==> src/rtl/uart_receiver.sv <==
// Oversampling UART receiver with a majority-voted bit decision, optional parity and
// registered one-cycle status pulses.
module uart_receiver #(
  parameter int DATA_WIDTH = 8
) (
  input  logic                  clk,
  input  logic                  reset,
  input  logic                  rx_in,
  input  logic [5:0]            prescale,
  input  logic                  parity_enable,
  input  logic                  parity_type,
  output logic [DATA_WIDTH-1:0] data_out,
  output logic                  data_valid,
  output logic                  parity_error,
  output logic                  stop_error
);

  localparam int BIT_CNT_W = $clog2(DATA_WIDTH + 1);

  typedef enum logic [2:0] {
    IDLE,
    START,
    DATA,
    PARITY,
    STOP
  } state_t;

  state_t                 state;
  logic [5:0]             p_lat;
  logic                   par_en_lat;
  logic                   par_odd_lat;
  logic [5:0]             edge_cnt;
  logic [BIT_CNT_W-1:0]   bit_cnt;
  logic [DATA_WIDTH-1:0]  shift_reg;
  logic [2:0]             samples;
  logic                   parity_flag;

  logic [5:0]             prescale_eff;
  logic [5:0]             half;
  logic                   bit_end;
  logic                   voted;
  logic                   expected_parity;

  // Unsupported oversampling factors fall back to 16.
  always_comb begin
    prescale_eff = 6'd16;
    case (prescale)
      6'd8:    prescale_eff = 6'd8;
      6'd32:   prescale_eff = 6'd32;
      default: prescale_eff = 6'd16;
    endcase
  end

  assign half            = {1'b0, p_lat[5:1]};
  assign bit_end         = (edge_cnt == p_lat - 6'd1);
  assign voted           = (samples[0] & samples[1]) | (samples[0] & samples[2]) |
                           (samples[1] & samples[2]);
  assign expected_parity = par_odd_lat ? ~^shift_reg : ^shift_reg;

  always_ff @(posedge clk or negedge reset) begin
    if (!reset) begin
      state        <= IDLE;
      p_lat        <= 6'd16;
      par_en_lat   <= 1'b0;
      par_odd_lat  <= 1'b0;
      edge_cnt     <= '0;
      bit_cnt      <= '0;
      shift_reg    <= '0;
      samples      <= '0;
      parity_flag  <= 1'b0;
      data_out     <= '0;
      data_valid   <= 1'b0;
      parity_error <= 1'b0;
      stop_error   <= 1'b0;
    end else begin
      data_valid   <= 1'b0;
      parity_error <= 1'b0;
      stop_error   <= 1'b0;

      // Three samples around mid-bit feed the vote used at the bit's last count.
      if (state != IDLE) begin
        edge_cnt <= bit_end ? 6'd0 : edge_cnt + 6'd1;
        if (edge_cnt == half - 6'd1) samples[0] <= rx_in;
        if (edge_cnt == half)        samples[1] <= rx_in;
        if (edge_cnt == half + 6'd1) samples[2] <= rx_in;
      end

      case (state)
        IDLE: begin
          edge_cnt <= 6'd0;
          if (!rx_in) begin
            state       <= START;
            p_lat       <= prescale_eff;
            par_en_lat  <= parity_enable;
            par_odd_lat <= parity_type;
            bit_cnt     <= '0;
            parity_flag <= 1'b0;
          end
        end

        START: begin
          if (bit_end) state <= voted ? IDLE : DATA;
        end

        DATA: begin
          if (bit_end) begin
            shift_reg <= {voted, shift_reg[DATA_WIDTH-1:1]};
            if (bit_cnt == BIT_CNT_W'(DATA_WIDTH - 1)) begin
              bit_cnt <= '0;
              state   <= par_en_lat ? PARITY : STOP;
            end else begin
              bit_cnt <= bit_cnt + 1'b1;
            end
          end
        end

        PARITY: begin
          if (bit_end) begin
            if (voted != expected_parity) parity_flag <= 1'b1;
            state <= STOP;
          end
        end

        STOP: begin
          // Status is reported on the cycle the receiver is already back in IDLE.
          if (bit_end) begin
            state        <= IDLE;
            parity_error <= parity_flag;
            stop_error   <= ~voted;
            if (voted && !parity_flag) begin
              data_valid <= 1'b1;
              data_out   <= shift_reg;
            end
          end
        end

        default: state <= IDLE;
      endcase
    end
  end

endmodule

==> config.mk <==
export PLATFORM = sky130hd
export DESIGN_NAME = uart_receiver
export DESIGN_NICKNAME = d
export VERILOG_FILES = /design/src/rtl/uart_receiver.sv
export SDC_FILE = /design/constraint.sdc
export NUM_CORES = 1
export LEC_CHECK = 0
export ABC_AREA = 1
export CAP_MARGIN = 30
export CORE_AREA = 2 2 80 82
export CTS_CLUSTER_DIAMETER = 60
export DETAILED_ROUTE_END_ITERATION = 16
export DIE_AREA = 0 0 82 84
export GPL_TIMING_DRIVEN = 0
export PLACE_DENSITY = 0.63
export SETUP_SLACK_MARGIN = 0.1
export SYNTH_ARGS = -nofsm -noshare
export SYNTH_HDL_FRONTEND = slang
export SYNTH_SLANG_ARGS = --single-unit
==> constraint.sdc <==
create_clock -name clk -period 3.2 [get_ports clk]
set_input_delay 0.32 -clock clk [delete_from_list [all_inputs] [get_ports clk]]
set_output_delay 0.32 -clock clk [all_outputs]
set_load 0.02 [all_outputs]
==> reports/results.txt <==
reg2reg end: data_out[7]
via count: 1851
initial detailed-routing violation count: 55
Post-CTS Setup Bufs: 0
Worst-Margin Slew: 405 ps
number of enable flip-flop cells after synthesis: 0
max-cap violations: 0
max_slew headroom: 73.0%
Clock Path Buffers: 2
WL final: 3990 µm
CTS Sinks: 41
Clk pin slew, worst setup/hold paths: 80 ps
H-tree depth: 2
Congestion Overflow GR: 0
Leakage: 1.45 nW
slowest stage delay, CP: 550 ps
Worst Skew: 5.20 ps
pwr dens: 617 mW/mm²
HP Class: in2async
r2r setup slk: 1200 ps
total track usage: 13.5%
Core Box Area: 0.00610 mm²
Critical Path Slowest Stage Cell: dfstp_2
Synth Flop Type: dfrtp_1
synth unique cells: 29
CP startpoint kind: flop
Num CTS Buffers: 5
setup TNS after final layout: 0 ps
Fmax: 501 MHz
layout cells sized above 1: 11.2%
die area: 0.00689 mm²
num ports: 22
WS Path Type: reg2reg
Crit path buffers/inverters: 4
Mean Syn Cell Area: 7.68 µm²
Die Y: 84 µm
Die W: 82 µm
synth warn: 0
CTS root buf: clkbuf_8
first-pass GRT wire length: 7260 µm
Final ANT Viol Nets: 0
post-DP HPWL: 3120 µm
Synth-to-Final Area Change: 18.2%
worst-case reg-to-reg path depth: 11
number of synthesized register bits: 41
required time worst endpoint: 3390 ps
Rows: 29
RSZ-0062 raised after global routing: no
cell family with the largest share of critical-path delay: flip-flops
synthesized area: 0.00230 mm²
period utilization: 62.4%
Final Max Slew Viols: 0
largest net degree at the start of global routing: 26
ant diodes: 0
initial antenna violation count: 0
drt wl/cell: 9.81 µm
cells along the critical path: inv_1, ha_1, xnor2_1, nor2_4, nand2_4, inv_8, nand2_4, buf_6, nand2_2, o21ai_2, inv_1
footprint of the multi-input gates: 0.00105 mm²
Final setup viols: 0
RD Place Congestion: 0.779
post-route minimum period: 2000 ps
peak supply drop: 0.000268 V
drt drc: 0
drt first pass iters: 4
syn_nets: 315
WP data arrival: 2180 ps
Reg2Reg Launch Point: p_lat[4]
TritonCTS clock tree: yes
Starting Density: 37.7%
worst skew pair latency: 290 ps
fin util: 44.5%
routed vias/inst: 4.55
status: complete, no violations
vias in the first global route: 1734
sequential area share after synthesis: 44.7%
Fill cells: 599
Final Hold Fails: 0
Synth Instances: 299
crit-path max FO: 10
Cell Area, Placed: 0.00262 mm²
ys async rst share: 100%
Final Net Count: 345
Critical Path Sink Type: flop
port buffer count: 21
Finished Cell Area: 0.00272 mm²
register area: 0.00103 mm²
## cell type report
class	instances	share of cell area, %
buffer	2	0.829
clock inverter	3	0.645
sequential	41	37.8
tap	77	3.55
clock buffer	5	2.53
multi-input combinational	205	38.6
timing repair buffer	23	8.66
inverter	51	7.33
## repair_timing
action / in CTS / in global routing
hold buffers: 1 / 0
hold endpoints to repair: 16 / 0
resized for setup: 0 / 0
## cells in the mapped netlist, types with 3 or more instances
library cell  instances  area, µm²
nand2_4               3       33.8
o21ai_0              10       50.1
nand3_1              19       95.1
dfrtp_1              40       1000
ha_1                  5       62.6
nand2_1              95        357
o21ai_2               8       70.1
xor2_1                5       43.8
o21ai_1               7       35.0
xnor2_1               4       35.0
a21oi_2               3       26.3
nor3_1                5       25.0
inv_1                48        180
nor2_1               24       90.1
a21oi_1               3       15.0
## worst max-delay path by stage
| stage | from | end | slack, ps | cells after the start |
|---|---|---|---|---|
| after detailed placement | p_lat[4] | data_out[7] | 1210 | 11 |
| after CTS | p_lat[4] | data_out[7] | 1180 | 11 |
| final | p_lat[4] | data_out[7] | 1200 | 11 |
| after global routing | p_lat[4] | data_out[3] | 1070 | 12 |
| after floorplan | p_lat[4] | data_out[5] | 1360 | 11 |
| after global placement | reset | bit_cnt[1] | 680 | 1 |
## cells by family (layout without fill, tap and decap cells)
| kind of cell | count (synthesis) | after routing | share of synthesized area [%] |
|---|---|---|---|
| simple gates | 155 | 155 | 29.5 |
| buf+inv | 53 | 84 | 9.64 |
| flops | 41 | 41 | 44.7 |
| compound gates | 36 | 36 | 9.97 |
| xor+xnor | 9 | 9 | 3.43 |
| fa+ha+maj | 5 | 5 | 2.72 |
## layer usage
layer,wire [µm],vias to the layer above,global-route usage (%),part of all wire (%)
li1,-,979,-,-
met1,1890,831,16.3,47
met2,1910,36,22.8,48
met3,126,5,2.27,3.2
met4,70,0,6.06,1.8
met5,0,-,0,0
## per-stage QoR
stage	hold slack, ps	instances	power, mW	setup slack [ps]
after floorplan	24.4	299	1.20	1360
after global placement	470	397	1.34	677
after detailed placement	277	398	1.36	1210
after CTS	493	407	1.70	1180
after global routing	531	407	1.84	1070
final	485	407	1.67	1200
## report_power, final
| part | internal [mW] | switching, mW | total, mW |
|---|---|---|---|
| sequential | 0.621 | 0.0823 | 0.704 |
| combinational | 0.245 | 0.394 | 0.639 |
| clock | 0.151 | 0.182 | 0.333 |
## placed cells by master, fill, tap and decap left out, types with 3 or more instances in the layout
cell | netlist | final
nor3_1 | 5 | 5
ha_1 | 5 | 5
xnor2_1 | 4 | 4
o21ai_1 | 7 | 7
clkdlybuf4s50_1 | 0 | 20
clkbuf_8 | 0 | 5
a21oi_1 | 3 | 3
o21ai_2 | 8 | 8
inv_1 | 48 | 48
xor2_1 | 5 | 5
dfrtp_1 | 40 | 40
nand2_4 | 3 | 3
o21ai_0 | 10 | 10
nor2_1 | 24 | 24
nand3_1 | 19 | 19
nand2_1 | 95 | 95
a21oi_2 | 3 | 3
Power figures use the tool's default switching activity.
